==> config.mk <==
export PLATFORM = sky130hd
export DESIGN_NAME = pid_controller_v2
export DESIGN_NICKNAME = d
export VERILOG_FILES = /design/src/rtl/pid_controller_v2.sv
export SDC_FILE = /design/constraint.sdc
export NUM_CORES = 1
export LEC_CHECK = 0
export CAP_MARGIN = 20
export CORE_ASPECT_RATIO = 1.4
export CORE_MARGIN = 4
export CORE_UTILIZATION = 64
export CTS_CLUSTER_SIZE = 10
export DETAILED_ROUTE_END_ITERATION = 10
export PLACE_DENSITY_LB_ADDON = 0.08
export SYNTH_ARGS = -nofsm -noshare
export SYNTH_HDL_FRONTEND = slang
export SYNTH_SLANG_ARGS = --single-unit
==> constraint.sdc <==
create_clock -name clk -period 22.1 [get_ports clk]
set_input_delay 4.42 -clock clk [delete_from_list [all_inputs] [get_ports clk]]
set_output_delay 4.42 -clock clk [all_outputs]
set_load 0.01 [all_outputs]
==> src/rtl/pid_controller_v2.sv <==
// Sample-by-sample PID controller with a clamped integral and a saturated output.
// Multi-cycle FSM: ERR, MUL and SUM stages, then the result is held in OUT until it is taken.
module pid_controller_v2 #(
  parameter int DATA_W = 8,
  parameter int K_W    = 12,
  parameter int FRAC   = 6,
  parameter int ACC_W  = 24,
  parameter int I_LIM  = ((2**DATA_W) - 1) << FRAC
) (
  input  logic              clk,
  input  logic              rst_n,
  input  logic              en,
  input  logic              int_clr,
  input  logic              cfg_we,
  input  logic [1:0]        cfg_sel,
  input  logic [K_W-1:0]    cfg_data,
  input  logic              in_valid,
  output logic              in_ready,
  input  logic [DATA_W-1:0] setpoint,
  input  logic [DATA_W-1:0] feedback,
  output logic              out_valid,
  input  logic              out_ready,
  output logic [DATA_W-1:0] control_out,
  output logic              sat_out,
  output logic              int_sat
);

  localparam int EW = DATA_W + 1;
  localparam int DW = DATA_W + 2;
  localparam int GW = K_W + 1;
  localparam int PW = EW + GW;
  localparam int QW = DW + GW;
  localparam int SW = ACC_W + QW + 2;
  localparam logic signed [SW-1:0] LIM  = SW'(I_LIM);
  localparam logic signed [SW-1:0] OMAX = SW'((2**DATA_W) - 1);

  typedef enum logic [2:0] {S_IDLE, S_ERR, S_MUL, S_SUM, S_OUT} state_t;

  state_t                   r_state, w_next;
  logic [K_W-1:0]           r_kp, r_ki, r_kd, r_kp_s, r_ki_s, r_kd_s;
  logic [DATA_W-1:0]        r_sp, r_fb;
  logic signed [EW-1:0]     r_e, r_prev_e, w_e;
  logic signed [DW-1:0]     r_d, w_d;
  logic signed [PW-1:0]     r_p, r_ie;
  logic signed [QW-1:0]     r_dp;
  logic signed [ACC_W-1:0]  r_acc;
  logic                     r_first;
  logic [DATA_W-1:0]        r_ctrl, w_ctrl;
  logic                     r_sat, r_isat, w_sat, w_isat, w_accept;
  logic signed [SW-1:0]     w_acc_base, w_acc_sum, w_acc_clamp, w_total, w_s;

  assign w_accept    = (r_state == S_IDLE) && en && in_valid;
  assign control_out = r_ctrl;
  assign sat_out     = r_sat;
  assign int_sat     = r_isat;

  assign w_e = $signed({1'b0, r_sp}) - $signed({1'b0, r_fb});
  assign w_d = r_first ? '0 : ({w_e[EW-1], w_e} - {r_prev_e[EW-1], r_prev_e});

  // A clear landing during SUM makes the in-flight sample integrate from zero.
  always_comb begin
    w_acc_base  = int_clr ? '0 : {{(SW-ACC_W){r_acc[ACC_W-1]}}, r_acc};
    w_acc_sum   = w_acc_base + {{(SW-PW){r_ie[PW-1]}}, r_ie};
    w_acc_clamp = w_acc_sum;
    w_isat      = 1'b0;
    if (w_acc_sum > LIM) begin
      w_acc_clamp = LIM;
      w_isat      = 1'b1;
    end else if (w_acc_sum < -LIM) begin
      w_acc_clamp = -LIM;
      w_isat      = 1'b1;
    end
    w_total = {{(SW-PW){r_p[PW-1]}}, r_p} + w_acc_clamp + {{(SW-QW){r_dp[QW-1]}}, r_dp};
    w_s     = w_total >>> FRAC;
    w_ctrl  = w_s[DATA_W-1:0];
    w_sat   = 1'b0;
    if (w_s[SW-1]) begin
      w_ctrl = '0;
      w_sat  = 1'b1;
    end else if (w_s > OMAX) begin
      w_ctrl = '1;
      w_sat  = 1'b1;
    end
  end

  always_comb begin
    w_next    = r_state;
    in_ready  = 1'b0;
    out_valid = 1'b0;
    unique case (r_state)
      S_IDLE: begin
        in_ready = en;
        if (en && in_valid) w_next = S_ERR;
      end
      S_ERR: w_next = S_MUL;
      S_MUL: w_next = S_SUM;
      S_SUM: w_next = S_OUT;
      S_OUT: begin
        out_valid = 1'b1;
        if (out_ready) w_next = S_IDLE;
      end
      default: w_next = S_IDLE;
    endcase
  end

  always_ff @(posedge clk or negedge rst_n) begin
    if (!rst_n) begin
      r_state  <= S_IDLE;
      r_kp     <= '0;
      r_ki     <= '0;
      r_kd     <= '0;
      r_kp_s   <= '0;
      r_ki_s   <= '0;
      r_kd_s   <= '0;
      r_sp     <= '0;
      r_fb     <= '0;
      r_e      <= '0;
      r_d      <= '0;
      r_prev_e <= '0;
      r_p      <= '0;
      r_ie     <= '0;
      r_dp     <= '0;
      r_acc    <= '0;
      r_first  <= 1'b1;
      r_ctrl   <= '0;
      r_sat    <= 1'b0;
      r_isat   <= 1'b0;
    end else begin
      r_state <= w_next;
      if (cfg_we) begin
        case (cfg_sel)
          2'd0:    r_kp <= cfg_data;
          2'd1:    r_ki <= cfg_data;
          2'd2:    r_kd <= cfg_data;
          default: ;
        endcase
      end
      if (w_accept) begin
        r_sp   <= setpoint;
        r_fb   <= feedback;
        r_kp_s <= r_kp;
        r_ki_s <= r_ki;
        r_kd_s <= r_kd;
      end
      if (r_state == S_ERR) begin
        r_e <= w_e;
        r_d <= w_d;
      end
      if (r_state == S_MUL) begin
        r_p  <= r_e * $signed({1'b0, r_kp_s});
        r_ie <= r_e * $signed({1'b0, r_ki_s});
        r_dp <= r_d * $signed({1'b0, r_kd_s});
      end
      if (r_state == S_SUM) begin
        r_acc    <= w_acc_clamp[ACC_W-1:0];
        r_prev_e <= r_e;
        r_first  <= 1'b0;
        r_ctrl   <= w_ctrl;
        r_sat    <= w_sat;
        r_isat   <= w_isat;
      end
      if (int_clr) begin
        r_prev_e <= '0;
        r_first  <= 1'b1;
        if (r_state != S_SUM) r_acc <= '0;
      end
    end
  end

endmodule
Word-level counts from Yosys, hierarchy flattened --
Cells that the tools add are included.
Cells by class: add/subtract/negate cells 5, multipliers 3, divide/modulo/power cells 0, magnitude comparators 3, equality and inequality tests 9, shifts and indexed selects 0, mux-type cells 22, bitwise gates (word level) 0, reductions and logical operators 10
Operator list (number):
- $add 49x49->49 | 3
- $mux 49 | 3
- $mux 24 | 3
- $gt 49x15->1 const B | 1
- $lt 49x15->1 const B | 1
- $mul 9x13->22 | 2
- $gt 43x9->1 const B | 1
- $mul 10x13->23 | 1
- $mux 9 | 2
- $mux 8 | 2
- $pmux 3 s5 | 1
- $mux 10 | 1
- $sub 9x9->10 | 1
- $sub 8x8->9 | 1
- $mux 1 | 8
- $reduce_and 2->1 | 4
- $eq 3x2->1 const B | 2
- $mux 3 | 2
- $eq 3x1->1 const B | 1
- $eq 3x3->1 const B | 1
- $logic_and 1x1->1 | 3
- $logic_not 3->1 | 1
- $ne 3x2->1 const B | 1
- $eq 2x1->1 const B | 1
- 5 further kinds | 5
Storage, ports and cells: bits in registers 221, latch bits 0, bits in writable memories 0, memory bits (read-only) 0, input bits 37, output and inout bits 12, logic and storage cells 72, memories kept 0

Logic depth before layout (Yosys ltp) --
word-level depth 10, mapped depth 38

Worst setup path before layout --
Ideal clock, no wire load.
path kind input port to flip-flop, start point input int_clr, end point register r_sat (netlist: sat_out), arrival 12.146 ns, required time 21.957 ns, setup slack 9.811 ns, cell stages on the path 33, buffers on the path 1, cells stage by stage clkbuf_1 > nor2b_1 > ha_1 > fa_1 > a211oi_2 > nor4_2 > or4_4 > a211oi_2 > nor4_1 > and3_4 > a2111oi_4 > nand3_1 > nand2_1 > clkinv_1 > nor2_1 > nand2_1 > fa_1 > inv_1 > ha_1 > a21o_1 > a21oi_1 > o221ai_1 > a311oi_1 > o31ai_1 > nor3_1 > inv_1 > a31o_4 > a21oi_2 > mux2_4 > a2111oi_4 > nand4_2 > nor4b_4 > a31oi_1
On the way: longest elaborated chain between the ends 10, elaborated cells on any way between the ends 11
RTL lines:
- from (decl) | RTL line 13 | input logic int_clr,
- $mux 49 * | RTL line 62 | w_acc_base = int_clr ? '0 : {{(SW-ACC_W){r_acc[ACC_W-1]}}, r_acc};
- $add 49x49->49 * | RTL line 63 | w_acc_sum = w_acc_base + {{(SW-PW){r_ie[PW-1]}}, r_ie};
- $lt 49x15->1 | RTL line 69 | end else if (w_acc_sum < -LIM) begin
- $mux 49 | RTL line 69
- $mux 49 * | RTL line 66 | if (w_acc_sum > LIM) begin
- $add 49x49->49 * (2 in series) | RTL line 73 | w_total = {{(SW-PW){r_p[PW-1]}}, r_p} + w_acc_clamp + {{(SW-QW){r_dp[QW-1]}}, r_dp};
- $gt 43x9->1 | RTL line 80 | end else if (w_s > OMAX) begin
- $mux 1 | RTL line 80
- $mux 1 * | RTL line 77 | if (w_s[SW-1]) begin
- to (signal assigned) | RTL line 159 | r_sat <= w_sat;
- to (decl) | RTL line 49 | logic r_sat, r_isat, w_sat, w_isat, w_accept;
Mark *: on every way between the ends. The rest lies on a longest branch, timed or not. A chain may end at the register's enable or synchronous reset.

Final worst setup path --
start point input int_clr, end point register r_ctrl[1] (netlist: control_out[1])
On the way: longest elaborated chain between the ends 10, elaborated cells on any way between the ends 11
RTL lines:
- $mux 49 * | RTL line 62
- $add 49x49->49 * | RTL line 63
- $lt 49x15->1 | RTL line 69
- $mux 49 | RTL line 69
- $mux 49 * | RTL line 66
- $add 49x49->49 * (2 in series) | RTL line 73
- $gt 43x9->1 | RTL line 80
- $mux 8 | RTL line 80
- $mux 8 * | RTL line 77
- to (signal assigned) | RTL line 158 | r_ctrl <= w_ctrl;
- to (decl) | RTL line 48 | logic [DATA_W-1:0] r_ctrl, w_ctrl;
Marks and branches as above.

==> qor.yml <==
status: "complete, no violations"
pre_cts_ws_ns: 6.70
rsz0062_at_grt: "false"
antenna_found_initial: 1
synth.distinct_cells: 75
cts_hold_buf: 0
relSlewSlack_pct: 27.1
ys_seq_area_share_pct: 21.0
routed_via_density: 6.09
fmax_mhz: 66.8
skew_ns: 0.0188
avgSynthCellArea_um2: 9.10
netlist.area_leader.share_pct: 20.9
dp_cells: 3348
synth_nets: 3480
first_pass_iters: 5
via_count: 20700
core_um2: 40500
cap_violations: 0
route.detailed.drc: 0
critical_path.max_fanout: 34
ys_top_cells_by_area: "dfrtp_1 (21%), fa_1 (21%), ha_1 (13%), nand2_1 (4.9%), inv_1 (4.8%)"
place.gp.congestion: 0.994
crit_buf_inv: 4
synth_fa_ha_area_share_pct: 34.0
tritoncts: "done"
cpLargestDelayFamily: "compound AO/OA/AOI/OAI gates"
synthMostInstantiatedCell: "nand2_1"
path_class: "input pin to flip-flop"
die_w_um: 179
synthCells: 2890
clkTransAtPathRegs_ns: 0.06
worstSetupEndpointType: "flip-flop"
grt_pass1_wl_um: 117000
crit_arrival_ns: 15.35
setup_ws_ns: 7.12
ctsResizeCount: 0
h-tree-depth: 1
ys_ff_latch: 221
synth_edf_count: 0
setup_viol: 0
synthArstFlopShare_pct: 100
cts.sinks: 221
synth_top_family_by_area: "adder cells"
synthSimpleGateAreaFrac_pct: 16.3
start_util_pct: 65.0
synth_common_cells: "nand2_1 (346), inv_1 (333), ha_1 (282)"
synth-compound-area-share_pct: 13.5
ys_warn_count: 0
cts_setup_buffers: 0
ioPinCount: 49
wl_per_cell_um: 21.2
muxShareOfSynthArea_pct: 4.74
drive_gt1_share_pct: 6.62
die_area_um2: 44500
timing.final.crit_share_pct: 67.8
grt_pass1_vias: 21700
synthFlopType: "dfrtp_1"
hold_ws_ns: 0.482
start_kind: "input pin"
areaGrowthSynthToFinish_pct: 5.89
grt_util_all_layers_pct: 33.5
cp_slowest_stage_delay_ns: 0.71
hold_viol_final: 0
stdcell_count: 3391
netlist_area_um2: 26300
synthXorXnorAreaFrac_pct: 3.50
place_hpwl_um: 57600
antenna_left: 0
die_y_um: 248
min_period_ns: 14.98
min_path_type: "flip-flop to flip-flop"
grt_max_degree: 102
gr-total-overflow: 0
numPortBuffers: 48
rows: 87
synth.largest_area_cell: "dfrtp_1"
worst_pin_slew_ns: 1.09
nNetsFinal: 3433
clock_latency_ns: 0.54
slew_violations: 0
fin_setup_tns_ns: 0
routed_wl_um: 71700
critPathSlowestCell: "clkinv_1"
drtIter0Drc: 1426
reg2reg_slack_ns: 11.53
cts_root_buf: "clkbuf_16"
cp.required_ns: 22.47
ctsLongestPathBuffers: 3
cts_buffers: 27
sequential cells by signal, indices dropped and copies added, names as in the netlist:
signal / cells
r_kp_s: 12
control_out: 8
r_ki_s: 12
r_dp: 23
r_p: 22
r_ki: 12
r_state: 3
int_sat: 1
r_acc: 24
r_kp: 12
r_first: 1
r_kd: 12
sat_out: 1
r_prev_e: 9
r_kd_s: 12
r_d: 10
r_e: 9
r_sp: 8
r_fb: 8
r_ie: 22
stage by stage:
step | area, µm² | utilization (%)
final | 27900 | 68.8
after global routing | 27900 | 68.8
after CTS | 27900 | 68.8
after detailed placement | 27100 | 66.8
after global placement | 27100 | 66.8
after floorplan | 26300 | -
worst paths after layout:
| kind | startpoint | end | cells past startpoint |
|---|---|---|---|
| worst min register to register | r_ie[20] | r_ie[20] | 2 |
| worst min-delay path | r_ie[20] | r_ie[20] | 2 |
| max in group asynchronous | rst_n | r_kd[11] | 2 |
| worst max-delay path | int_clr | control_out[1] | 34 |
| min in group asynchronous | rst_n | r_acc[20] | 1 |
| worst max register to register | r_acc[0] | control_out[1] | 32 |
worst reg2reg max path: cells and delay by family (launching register included):
kind                     cells  cell delay (ns)
buffers and inverters        2             0.75
adder cells (fa/ha/maj)      4             1.53
multiplexers                 1             0.11
AND/OR/NAND/NOR             11             3.60
flip-flops                   1             0.35
AO/OA/AOI/OAI               14             4.03
placed cells by master (no fill, tap or decap), types with 27 or more instances in the layout:
| cell type | count |
|---|---|
| nand2_1 | 344 |
| inv_1 | 333 |
| ha_1 | 282 |
| fa_1 | 271 |
| dfrtp_1 | 218 |
| and2_1 | 167 |
| a21oi_1 | 145 |
| o21ai_0 | 144 |
| nor2_1 | 105 |
| mux2_2 | 104 |
| a21o_1 | 81 |
| xnor2_1 | 68 |
| nor2b_1 | 55 |
| clkdlybuf4s50_1 | 47 |
| o21bai_1 | 40 |
| nand3_1 | 39 |
| xor2_1 | 37 |
| nand2b_1 | 33 |
| a31oi_1 | 30 |
| nor3_1 | 27 |
| clkbuf_16 | 27 |
metal layers:
metal  global-route usage [%]  part of all wire (%)  vias up  wire, µm
li1                         -                     -     9520         -
met1                     38.2                    36    10200     26100
met2                     58.9                    51      683     36400
met3                     4.13                   4.8      240      3430
met4                     22.0                   8.1        0      5830
met5                        0                     0        -         0
final cells by class:
cell class                      instances  area, µm²
Inverter                              335       1260
Antenna cell                            1       2.50
Clock inverter                          3       45.0
Tap cell                              534        668
Clock buffer                           39        741
Multi-Input combinational cell       2188      19000
Fill cell                            3197      12600
Timing Repair Buffer                   70        658
Sequential cell                       221       5530
cell families after synthesis:
group / count (synthesis)
XOR/XNOR: 105
multiplexers: 111
flip-flops: 221
AO/OA/AOI/OAI: 555
AND/OR/NAND/NOR: 864
buffers and inverters: 481
adder cells (fa/ha/maj): 553
Power is left out: the tool's default activity adds up to more than one toggle a clock period on the data nets, which glitch-free logic cannot reach.
